===== src/rtl/corr_pkg.sv =====
// Shared types and width helpers for the correlation MAC engine.
// The CORR_SAT_EN macro (see corr_mac_engine.sv) selects saturating accumulation.
package corr_pkg;

    typedef enum logic [1:0] {
        IDLE,
        ACCUM,
        DONE
    } corr_state_t;

    localparam int DEF_DATA_W = 4;
    localparam int DEF_DEPTH  = 16;

    function automatic int idxWidth(input int depth);
        return (depth > 1) ? $clog2(depth) : 1;
    endfunction

    function automatic int prodWidth(input int dataW);
        return 2 * dataW;
    endfunction

    localparam int IDX_W  = idxWidth(DEF_DEPTH);
    localparam int PROD_W = prodWidth(DEF_DATA_W);

endpackage


===== src/rtl/corr_tick_gen.sv =====
// Step pacer: pulses o_tick once every TICK_DIV enabled clocks; i_clr restarts the count.
module corr_tick_gen #(
    parameter int TICK_DIV = 15000000
) (
    input  logic clk,
    input  logic reset,
    input  logic i_clr,
    input  logic i_en,
    output logic o_tick
);

    localparam int CW = (TICK_DIV > 1) ? $clog2(TICK_DIV) : 1;
    localparam logic [CW-1:0] LAST = CW'(TICK_DIV - 1);

    logic [CW-1:0] r_count;

    always_ff @(posedge clk or negedge reset) begin
        if (!reset) begin
            r_count <= '0;
        end else if (i_clr) begin
            r_count <= '0;
        end else if (i_en) begin
            r_count <= (r_count == LAST) ? '0 : r_count + 1'b1;
        end
    end

    assign o_tick = i_en && (r_count == LAST);

endmodule


===== src/rtl/corr_mac_engine.sv =====
// Paced unsigned dot-product engine over two loadable sample memories.
// Define CORR_SAT_EN to saturate the accumulator instead of wrapping.
module corr_mac_engine
    import corr_pkg::*;
#(
    parameter int DATA_W   = DEF_DATA_W,
    parameter int DEPTH    = DEF_DEPTH,
    parameter int SEL_W    = 2,
    parameter int ACC_W    = 12,
    parameter int TICK_DIV = 15000000
) (
    input  logic                     clk,
    input  logic                     reset,
    input  logic                     i_start,
    input  logic [SEL_W-1:0]         i_n_sel,
    input  logic                     i_load_en,
    input  logic [$clog2(DEPTH)-1:0] i_load_addr,
    input  logic [DATA_W-1:0]        i_load_a,
    input  logic [DATA_W-1:0]        i_load_b,
    output logic                     o_busy,
    output logic                     o_done,
    output logic [ACC_W-1:0]         o_result,
    output logic                     o_overflow
);

    localparam int MEM_AW = idxWidth(DEPTH);
    localparam int MUL_W  = prodWidth(DATA_W);
    localparam logic [ACC_W-1:0] ACC_MAX = '1;

    corr_state_t r_state;
    corr_state_t w_nextState;

    logic [MEM_AW-1:0] r_idx;
    logic [MEM_AW-1:0] r_lastIdx;
    logic [MEM_AW-1:0] w_lastIdx;
    logic [ACC_W-1:0]  r_result;
    logic [ACC_W-1:0]  w_accNext;
    logic              r_overflow;
    logic [DATA_W-1:0] r_memA [DEPTH];
    logic [DATA_W-1:0] r_memB [DEPTH];
    logic              w_tick;
    logic              w_accept;
    logic              w_step;
    logic              w_last;
    logic              w_carry;
    logic [MUL_W-1:0]  w_prod;
    logic [ACC_W:0]    w_sum;

    corr_tick_gen #(
        .TICK_DIV(TICK_DIV)
    ) u_tick (
        .clk   (clk),
        .reset (reset),
        .i_clr (r_state != ACCUM),
        .i_en  (r_state == ACCUM),
        .o_tick(w_tick)
    );

    assign w_accept = (r_state == IDLE) && i_start;
    assign w_step   = (r_state == ACCUM) && w_tick;
    assign w_last   = (r_idx == r_lastIdx);

    // N-1 index: 2^n_sel - 1, clamped to the last memory entry.
    always_comb begin
        w_lastIdx = '1;
        if (32'(i_n_sel) < 32'(MEM_AW)) begin
            w_lastIdx = MEM_AW'((32'd1 << i_n_sel) - 32'd1);
        end
    end

    assign w_prod  = MUL_W'(r_memA[r_idx]) * MUL_W'(r_memB[r_idx]);
    assign w_sum   = {1'b0, r_result} + (ACC_W + 1)'(w_prod);
    assign w_carry = w_sum[ACC_W];

`ifdef CORR_SAT_EN
    assign w_accNext = w_carry ? ACC_MAX : w_sum[ACC_W-1:0];
`else
    assign w_accNext = w_sum[ACC_W-1:0];
`endif

    always_ff @(posedge clk or negedge reset) begin
        if (!reset) begin
            r_state <= IDLE;
        end else begin
            r_state <= w_nextState;
        end
    end

    always_comb begin
        w_nextState = r_state;
        o_busy      = 1'b0;
        o_done      = 1'b0;
        case (r_state)
            IDLE: begin
                if (i_start) begin
                    w_nextState = ACCUM;
                end
            end
            ACCUM: begin
                o_busy = 1'b1;
                if (w_tick && w_last) begin
                    w_nextState = DONE;
                end
            end
            DONE: begin
                o_busy      = 1'b1;
                o_done      = 1'b1;
                w_nextState = IDLE;
            end
            default: begin
                w_nextState = IDLE;
            end
        endcase
    end

    // Result and overflow are held in IDLE until the next accepted start.
    always_ff @(posedge clk or negedge reset) begin
        if (!reset) begin
            r_idx      <= '0;
            r_lastIdx  <= '0;
            r_result   <= '0;
            r_overflow <= 1'b0;
        end else if (w_accept) begin
            r_idx      <= '0;
            r_lastIdx  <= w_lastIdx;
            r_result   <= '0;
            r_overflow <= 1'b0;
        end else if (w_step) begin
            r_idx    <= r_idx + 1'b1;
            r_result <= w_accNext;
            if (w_carry) begin
                r_overflow <= 1'b1;
            end
        end
    end

    // Sample memories are not reset and accept writes only while idle.
    always_ff @(posedge clk) begin
        if ((r_state == IDLE) && i_load_en) begin
            r_memA[i_load_addr] <= i_load_a;
            r_memB[i_load_addr] <= i_load_b;
        end
    end

    assign o_result   = r_result;
    assign o_overflow = r_overflow;

endmodule


===== config.mk =====
export PLATFORM = sky130hd
export DESIGN_NAME = corr_mac_engine
export DESIGN_NICKNAME = d
export VERILOG_FILES = /design/src/rtl/corr_pkg.sv /design/src/rtl/corr_tick_gen.sv /design/src/rtl/corr_mac_engine.sv
export SDC_FILE = /design/constraint.sdc
export NUM_CORES = 1
export LEC_CHECK = 0
export CAP_MARGIN = 20
export CORE_UTILIZATION = 61
export CTS_CLUSTER_DIAMETER = 200
export CTS_CLUSTER_SIZE = 25
export DETAILED_ROUTE_END_ITERATION = 12
export GPL_ROUTABILITY_DRIVEN = 0
export HOLD_SLACK_MARGIN = 0.12
export PLACE_DENSITY = 0.86
export SETUP_SLACK_MARGIN = 0.4
export SLEW_MARGIN = 20
export SYNTH_ARGS = -nofsm -noshare
export SYNTH_HDL_FRONTEND = slang
export SYNTH_SLANG_ARGS = --single-unit

===== constraint.sdc =====
create_clock -name clk -period 5.4 [get_ports clk]
set_input_delay 1.08 -clock clk [delete_from_list [all_inputs] [get_ports clk]]
set_output_delay 1.08 -clock clk [all_outputs]
set_load 0.1 [all_outputs]

Yosys cells after proc, flatten, opt, wreduce, memory -nomap -nowiden
Memory sizes are Yosys's and may differ from the RTL's.
Cells that the tools add are included.
{ "op_classes": {"addsub": 4, "multipliers": 1, "n_eq_ne": 7, "shifts": 1, "n_mux": 17, "reduce_logical": 12} }
{ "ops": {"columns": ["op", "count"], "rows": [
  ["24-bit 2-to-1 mux", 3],
  ["24-bit by 1-bit adder with 24-bit output, second input constant", 1],
  ["24-bit equality test, second input constant", 1],
  ["12-bit 2-to-1 mux", 2],
  ["12-bit by 8-bit adder with 13-bit output", 1],
  ["4-bit by 4-bit multiplier with 8-bit output", 1],
  ["4-bit 2-to-1 mux", 2],
  ["1-bit 2-to-1 mux", 7],
  ["2-bit nonzero test", 3],
  ["1-bit logical AND", 5],
  ["4-bit by 1-bit adder with 4-bit output, second input constant", 1],
  ["4-bit equality test", 1],
  ["2-bit 2-to-1 mux", 2],
  ["2-bit != test, second input constant", 2],
  ["2-bit case mux with 2 select lines", 1],
  ["2-bit AND reduction", 2],
  ["1-bit by 2-bit << shifter with 4-bit output, first input constant", 1],
  ["4-bit by 1-bit subtractor with 4-bit output, second input constant", 1],
  ["2-bit by 1-bit equality test with 1-bit output, second input constant", 1],
  ["2-bit equality test, second input constant", 1],
  ["2-bit zero test", 1],
  ["2-bit by 1-bit != test with 1-bit output, second input constant", 1],
  ["2-bit OR reduction", 1]
]} }
{ "totals": {"ff_bits": 47, "mem_bits_rw": 128, "in_bits": 18, "output_inout_bits": 15, "wordCells": 50, "n_memories": 2} }
{ "mem_list": {"columns": ["memory", "depth", "word_bits", "rd", "rd_ports_with_merged_regs", "wr", "line", "rtl"], "rows": [
  ["r_memA", 16, 4, 1, 0, 1, "corr_mac_engine.sv:39", "logic [DATA_W-1:0] r_memA [DEPTH];"],
  ["r_memB", 16, 4, 1, 0, 1, "corr_mac_engine.sv:40", "logic [DATA_W-1:0] r_memB [DEPTH];"]
]} }

Depth between registers and ports, before layout
Gate-level depths: netlist of the first run.
An unclocked memory read counts as a cell.
{ "depth": {"depth_word": 6, "mapped_depth": 17, "depth_no_buf": 15} }

Modules after synthesis
A second synthesis of the first run with hierarchy kept.
{ "unflattened": {"hier_cells": 608, "hier_area_um2": 8505.7} }
{ "by_module_without_submodules": {"columns": ["mod", "instances", "cells_per_inst", "area_per_inst_um2"], "rows": [
  ["corr_mac_engine", 1, 426, 6816.5],
  ["corr_tick_gen", 1, 182, 1689.1]
]} }

Worst setup path after synthesis of the first run
No wires, ideal clock.
{ "synth_path": {"path_kind": "register to register", "startpoint": "reg r_idx[1]", "endpoint": "reg r_result[11] (netlist: o_result[11])", "setup_ps": 79, "arrival_time_ps": 4541, "required_time_ps": 5321, "setup_slack_ps": 780, "stages_incl_launch_ff": 16, "path_buffers": 2, "synth_period_minus_slack_ps": 4620, "cell_sequence": "dfrtp_1 clkbuf_1 clkbuf_1 mux4_2 mux4_2 nand2_1 fa_1 fa_1 fa_1 inv_1 ha_1 nor2b_1 o2111a_1 o211ai_1 a211oi_1 mux2i_1"} }
{ "synth_between": {"elab_chain_len": 5, "elab_cells_between_ends": 6} }
{ "synth_lines": {"columns": ["item", "line", "rtl"], "rows": [
  ["start, declared", "corr_mac_engine.sv:33", "logic [MEM_AW-1:0] r_idx;"],
  ["start signal, assigned", "corr_mac_engine.sv:129", "r_idx <= r_idx + 1'b1;"],
  ["memory read 16 x 4 bit, on equally long branches", null, null],
  ["4-bit by 4-bit multiplier with 8-bit output *", "corr_mac_engine.sv:71", "assign w_prod = MUL_W'(r_memA[r_idx]) * MUL_W'(r_memB[r_idx]);"],
  ["12-bit by 8-bit adder with 13-bit output *", "corr_mac_engine.sv:72", "assign w_sum = {1'b0, r_result} + (ACC_W + 1)'(w_prod);"],
  ["12-bit 2-to-1 mux *", "corr_mac_engine.sv:128", "end else if (w_step) begin"],
  ["12-bit 2-to-1 mux *", "corr_mac_engine.sv:123", "end else if (w_accept) begin"],
  ["end signal, assigned", "corr_mac_engine.sv:130", "r_result <= w_accNext;"],
  ["end, declared", "corr_mac_engine.sv:36", "logic [ACC_W-1:0] r_result;"]
]} }
Every way passes the cells marked *; elsewhere a longest branch is shown, timed or not. The select of a mux whose other input is x is not followed.
A chain may end at the register's enable or synchronous reset.

Worst setup path after layout of the first run
{ "layout_path": {"startpoint": "reg r_idx[0]", "endpoint": "reg r_overflow (netlist: o_overflow)"} }
{ "layout_between": {"elab_chain_len": 5, "elab_cells_between_ends": 6} }
{ "layout_lines": {"columns": ["item", "line", "rtl"], "rows": [
  ["memory read 16 x 4 bit, on equally long branches", null, null],
  ["4-bit by 4-bit multiplier with 8-bit output *", "corr_mac_engine.sv:71", null],
  ["12-bit by 8-bit adder with 13-bit output *", "corr_mac_engine.sv:72", null],
  ["2-bit nonzero test (no line) *", null, null],
  ["2-bit AND reduction (no line) *", null, null],
  ["end signal, assigned", "corr_mac_engine.sv:122", "r_overflow <= 1'b0;"],
  ["end signal, assigned", "corr_mac_engine.sv:127", "r_overflow <= 1'b0;"],
  ["end signal, assigned", "corr_mac_engine.sv:132", "r_overflow <= 1'b1;"],
  ["end, declared", "corr_mac_engine.sv:38", "logic r_overflow;"]
]} }
Every way passes the cells marked *; elsewhere a longest branch is shown, timed or not.

==> results of run 1 <==
cell type report:
cell class              count  area share (%)
multi-input cells         310           30.26
clock inverters            14           1.869
clock buffers              18           4.713
inverters                  36           1.484
repair buffers             39           4.439
well taps                 172           2.364
flip-flops and latches    174           54.87
cells by family (layout without fill, tap and decap cells):
logic type,count (synthesis),in the layout,share of synthesized area [%]
multiplexers,45,45,12.07
buffers and inverters,57,107,3.373
adder cells (fa/ha/maj),33,33,5.996
AO/OA/AOI/OAI,42,42,3.217
XOR/XNOR,26,26,2.842
AND/OR/NAND/NOR,164,164,10.17
flip-flops,174,174,62.34
power by group through the flow:
stage	Combinational, mW	Clock (mW)	Sequential, mW
2_1_floorplan	0.261	0	1.53
3_3_place_gp	0.340	0	1.54
3_5_place_dp	0.357	0	1.54
4_1_cts	0.366	1.25	1.51
5_1_grt	0.397	1.30	1.52
6_report	0.366	1.24	1.51
metrics by stage:
step | std cells | total power [mW] | util (%) | hold WS, ns | area [um2]
2_1_floorplan | 541 | 1.794 | - | 0.4583 | 8013
3_3_place_gp | 730 | 1.877 | 66.55 | 0.4753 | 8467
3_5_place_dp | 730 | 1.898 | 66.55 | 0.4834 | 8467
4_1_cts | 762 | 3.130 | 71.26 | 0.5085 | 9066
5_1_grt | 763 | 3.215 | 71.57 | 0.5329 | 9105
6_report | 763 | 3.118 | 71.57 | 0.5094 | 9105
state kept, by name, summed over array words and instances (netlist names):
| signal | flops |
|---|---|
| o_result | 12 |
| o_overflow | 1 |
| r_memB | 64 |
| r_idx | 4 |
| r_lastIdx | 3 |
| r_state | 2 |
| r_memA | 64 |
| u_tick.r_count | 24 |
layout by cell type (no fill, tap or decap), drive strengths merged, types with 3 or more instances in the layout:
cell type	count
a211oi	4
a21o	3
a21oi	17
and2	15
and3	3
and4	6
buf	7
clkbuf	19
clkdlybuf4s50	31
clkinv	4
dfrtp	46
edfxtp	128
fa	9
ha	24
inv	44
mux2i	4
mux4	40
nand2	41
nand2b	5
nand3	14
nand4	4
nor2	43
nor3	13
nor4	4
o21ai	9
or3	7
xnor2	20
xor2	6
path summary, 6_finish.rpt:
| kind | from | to | slack (ns) | depth (start not counted) |
|---|---|---|---|---|
| worst max register to register | r_idx[0] | o_overflow | 0.58 | 15 |
| worst min-delay path | o_overflow | o_overflow | 0.51 | 1 |
| min in group asynchronous | reset | u_tick.r_count[16] | 0.65 | 1 |
| worst min register to register | o_overflow | o_overflow | 0.51 | 1 |
| worst max-delay path | r_idx[0] | o_overflow | 0.58 | 15 |
| max in group asynchronous | reset | r_idx[0] | 4.33 | 1 |
metal layers:
metal	GRT usage (%)	vias to the layer above	wire, um
met1	37.12	2466	6813
met5	0	-	0
met2	44.50	224	8758
met3	5.553	22	1144
met4	9.958	0	284
li1	-	2084	-
timing repair:
action,CTS,global route
hold buffers,0,0
resized for setup,0,3
endpoints found under the setup margin,0,4
==> flow_summary.yaml, run 1 <==
pwr:
  p_per_area_nw_per_um2: 342.5
  pwr-share-clk_pct: 39.7
  irDropWorstVdd_v: 0.0002662
  seq_power_share_pct: 48.6
  p_leak_nw: 3.250
  comb_power_share_pct: 11.8
  switching_power_uw: 868.1
  p_int_mw: 2.250
  p_sw_share_pct: 27.84
synth:
  async_reset_ff_share_pct: 26.44
  yosysSeqAreaShare_pct: 62.34
  synth_edf_count: 128
  syn_avg_cell_area_um2: 14.81
  synth_nets: 592
  synth.distinct_cells: 45
  yosys-top-cells-count: "edfxtp_1 (128), dfrtp_1 (46), nor2_1 (43), nand2_1 (41)"
  synth_top_cell_area_share_pct: 47.97
  synth_area_leaders: "edfxtp_1 (48%), dfrtp_1 (14%), mux4_2 (10%)"
  synth_top_cell_by_area: "edfxtp_1"
  synthFlopType: "edfxtp_1"
  yosysMostFrequentCell: "edfxtp_1"
  synth_warnings: 0
  syn-cell-area_um2: 8013
  syn_inst: 541
  synth-seq-cells: 174
critical_path:
  crit_fanout: 18
  cp.arrival_ns: 5.14
  cp_slowest_cell: "mux4_1"
  worstPathCellList: "clkbuf_16, mux4_1, mux4_2, and2_1, fa_1, ha_1, inv_1, fa_1, inv_1, ha_1, a21o_1, a31o_2, o2111ai_1, a211oi_1, o21a_1"
  cp.required_ns: 5.72
  max_stage_delay_ns: 0.56
  critPathKind: "register to register"
  path_delay_family: "adder cells"
  cp-start-kind: "register"
  crit_buf_inv: 3
  endpoint_kind: "register"
sta:
  tightest_slew_ns: 1.134
  slew_violations: 0
  timing.final.crit_share_pct: 89.29
  fmax_ghz: 0.2074
  rsz0062_at_grt: "no"
  setup_ws_ns: 0.5782
  hold_viol_final: 0
  timing.setup.tns_ns: 0
  period_minus_slack_ns: 4.822
  finalClockSkew_ns: 0.01084
  setup_viol: 0
  max_slew_margin_pct: 24.11
die:
  die_h_um: 116.6
  coreArea_um2: 12720
  num_io_pins: 33
  die_area_um2: 13600
  rows: 41
  die_w_um: 116.6
  start_util_pct: 62.98
layout:
  fill_cells: 793
  areaGrowthSynthToFinish_pct: 13.63
  drive_gt1_share_pct: 13.54
  multi_input_area_um2: 2755
  final_nets: 629
  n_antenna_cell: 0
  ff_latch_area_um2: 4996
clock_tree:
  clock_sinks: 174
  post_cts_buffers: 0
  ctsHtreeMaxLevel: 4
  cts_tree: "done"
  cts-root-buf: "clkbuf_16"
  clk_pin_slew_worst_paths_ns: 0.07
  clock_latency_ns: 0.44
  cts_buffer_depth: 2
  numCtsBuffers: 17
placed_design:
  dpl.hpwl_mm: 10.36
  portBuffers: 32
  place_ws_ns: 0.5152
drt:
  drt_pass1_iterations: 5
  ant_nets: 0
  totalWireLength_mm: 17.00
  dr_total_vias: 4796
  drc: 0
  via_per_inst: 6.286
  drt_iter0_markers: 485
  routedWlPerCell_um: 22.28
global_routing:
  grt_pass1_vias: 4723
  grt_max_degree: 47
  grt_pass1_wl_mm: 26.10
  grt.total_usage_pct: 27.37
  overflow: 0
  antenna_found_initial: 0
job:
  cap_violations: 0
worst_hold_path:
  hold_path_class: "register to register"
run_status:
  status: "complete, no violations"
(Power assumes the default switching activity.)
==> run 2, diff against run 1 <==
==> constraint.sdc (replaced) <==
create_clock -name clk -period 4.5 [get_ports clk]
set_input_delay 0.9 -clock clk [delete_from_list [all_inputs] [get_ports clk]]
set_output_delay 0.9 -clock clk [all_outputs]
set_load 0.1 [all_outputs]
==> flow_summary.yaml, run 2 (same netlist as run 1, synthesis figures left out) <==
layout:
  fill_cells: 785
  drive_gt1_share_pct: 18.69
  multi_input_area_um2: 2878
  top_regs: "r_memA x64, r_memB x64, u_tick.r_count x24"
  final_common_cell: "edfxtp_1"
  n_antenna_cell: 0
  stdcell_area_um2: 9358
  ff_latch_area_um2: 4996
  fin_util_pct: 73.55
  mostFrequentLayoutCells: "edfxtp_1 (128), dfrtp_1 (45), nor2_1 (43)"
  areaGrowthSynthToFinish_pct: 16.79
  final_nets: 632
clock_tree:
  clk_pin_slew_worst_paths_ns: 0.07
  ctsHtreeMaxLevel: 4
  numCtsBuffers: 17
  clock_latency_ns: 0.44
  cts_tree: "done"
  clock_sinks: 174
  cts_buffer_depth: 2
  cts-root-buf: "clkbuf_16"
die:
  start_util_pct: 62.98
  num_io_pins: 33
  rows: 41
  die_w_um: 116.6
  coreArea_um2: 12720
  die_h_um: 116.6
  die_area_um2: 13600
global_routing:
  grt_pass1_vias: 4733
  antenna_found_initial: 0
  grt_pass1_wl_mm: 25.85
  grt.total_usage_pct: 27.16
  overflow: 0
  grt_max_degree: 47
critical_path:
  cp_slowest_cell: "mux4_2"
  cp-start-kind: "register"
  r2r_slack_ns: -0.14
  crit_fanout: 10
  cp.required_ns: 4.85
  r2r-start: "r_idx[0]"
  worstReg2RegEnd: "o_result[11]"
  critPathKind: "register to register"
  worstPathCellList: "buf_12, mux4_2, mux4_2, nand2_2, fa_1, fa_2, fa_1, inv_2, ha_4, nor2b_4, o2111a_1, o211ai_1, a211oi_2, mux2i_1"
  endpoint_kind: "register"
  reg2regPathDepth: 14
  max_stage_delay_ns: 0.55
  cp.arrival_ns: 4.98
drt:
  drc: 0
  routedWlPerCell_um: 22.22
  drt_iter0_markers: 461
  totalWireLength_mm: 17.02
  via_per_inst: 6.184
  ant_nets: 0
  drt_pass1_iterations: 5
  dr_total_vias: 4737
placed_design:
  portBuffers: 32
  place_ws_ns: -0.06323
  placed_area_um2: 8568
  dpl.hpwl_mm: 10.24
pwr:
  seq_power_share_pct: 46.7
  pwr-share-clk_pct: 42.0
  switching_power_mw: 1.067
  p_int_mw: 2.825
  irDropWorstVdd_v: 0.0004017
  p_per_area_nw_per_um2: 415.9
  p_sw_share_pct: 27.41
  comb_power_share_pct: 11.3
  p_leak_nw: 3.316
run_status:
  violations: "setup timing"
  status: "finished with violations"
sta:
  hold_viol_final: 0
  period_minus_slack_ns: 4.636
  tightest_slew_ns: 1.125
  rsz0062_at_grt: "yes"
  timing.setup.tns_ns: -0.6105
  setup_ws_ns: -0.1361
  timing.final.crit_share_pct: 103.0
  max_slew_margin_pct: 24.69
  finalClockSkew_ns: 0.01482
  setup_viol: 7
  fmax_ghz: 0.2157
  slew_violations: 0
job:
  cap_violations: 0
worst_hold_path:
  hold_path_class: "input port to asynchronous set/reset pin"
[run 2: cell types whose count changed in the layout (fill, tap and decap cells not counted), sizes merged]
cell      change
buf           +3
clkbuf        -1
bufinv        +2
clkinvlp      -1
[run 2: through the flow]
step / hold WS (ns) / std cells / total power, mW
after floorplan: 0.4583 / 541 / 2.157
after global placement: 0.4729 / 728 / 2.260
after detailed placement: 0.4882 / 728 / 2.282
after CTS: 0.5030 / 762 / 3.890
after global routing: 0.5100 / 766 / 4.005
final: 0.4694 / 766 / 3.892
[run 2: cell type report]
type,instances,share of cell area (%)
Tap cell,172,2.300
Sequential cell,174,53.39
Clock inverter,15,2.527
Timing Repair Buffer,42,5.041
Clock buffer,17,4.546
Inverter,36,1.444
Multi-Input combinational cell,310,30.75
[run 2: worst max-delay path by stage]
stage                     cells after the start  slack, ns  startpoint            to
after floorplan                              15       0.17    r_idx[0]   o_result[9]
after global placement                       14       0.06    r_idx[0]   o_result[9]
after detailed placement                     14      -0.06    r_idx[0]  o_result[11]
after CTS                                    14      -0.08    r_idx[0]  o_result[11]
after global routing                         14      -0.27    r_idx[0]   o_result[9]
final                                        14      -0.14    r_idx[0]  o_result[11]
[run 2: power groups by stage]
stage,Combinational [mW],Sequential [mW],Clock [mW]
finish,0.441,1.82,1.63
global route,0.484,1.82,1.70
CTS,0.439,1.82,1.63
detailed placement,0.433,1.85,0
global placement,0.414,1.85,0
floorplan,0.318,1.84,0
[run 2: metal layers]
metal,global-route usage (%),vias up,part of all wire (%)
li1,-,2091,-
met1,35.10,2385,40
met2,45.29,226,52
met3,5.241,35,6.1
met4,11.98,0,2.1
met5,0,-,0
[run 2: repair_timing]
item,CTS,global route
pin swaps,0,6
setup buffers,1,3
resized for setup,6,11
setup endpoints to repair,9,10
hold buffers,0,0
gates cloned,1,1
[run 2: critical path: cells and delay by family, from the launching register on]
| kind | cells | cell delay (ns) |
|---|---|---|
| adders and majority gates | 4 | 1.68 |
| muxes | 3 | 1.30 |
| buffers and inverters | 2 | 0.24 |
| and+or+nand+nor | 2 | 0.26 |
| DFF | 1 | 0.49 |
| AOI/OAI and AO/OA | 3 | 0.58 |
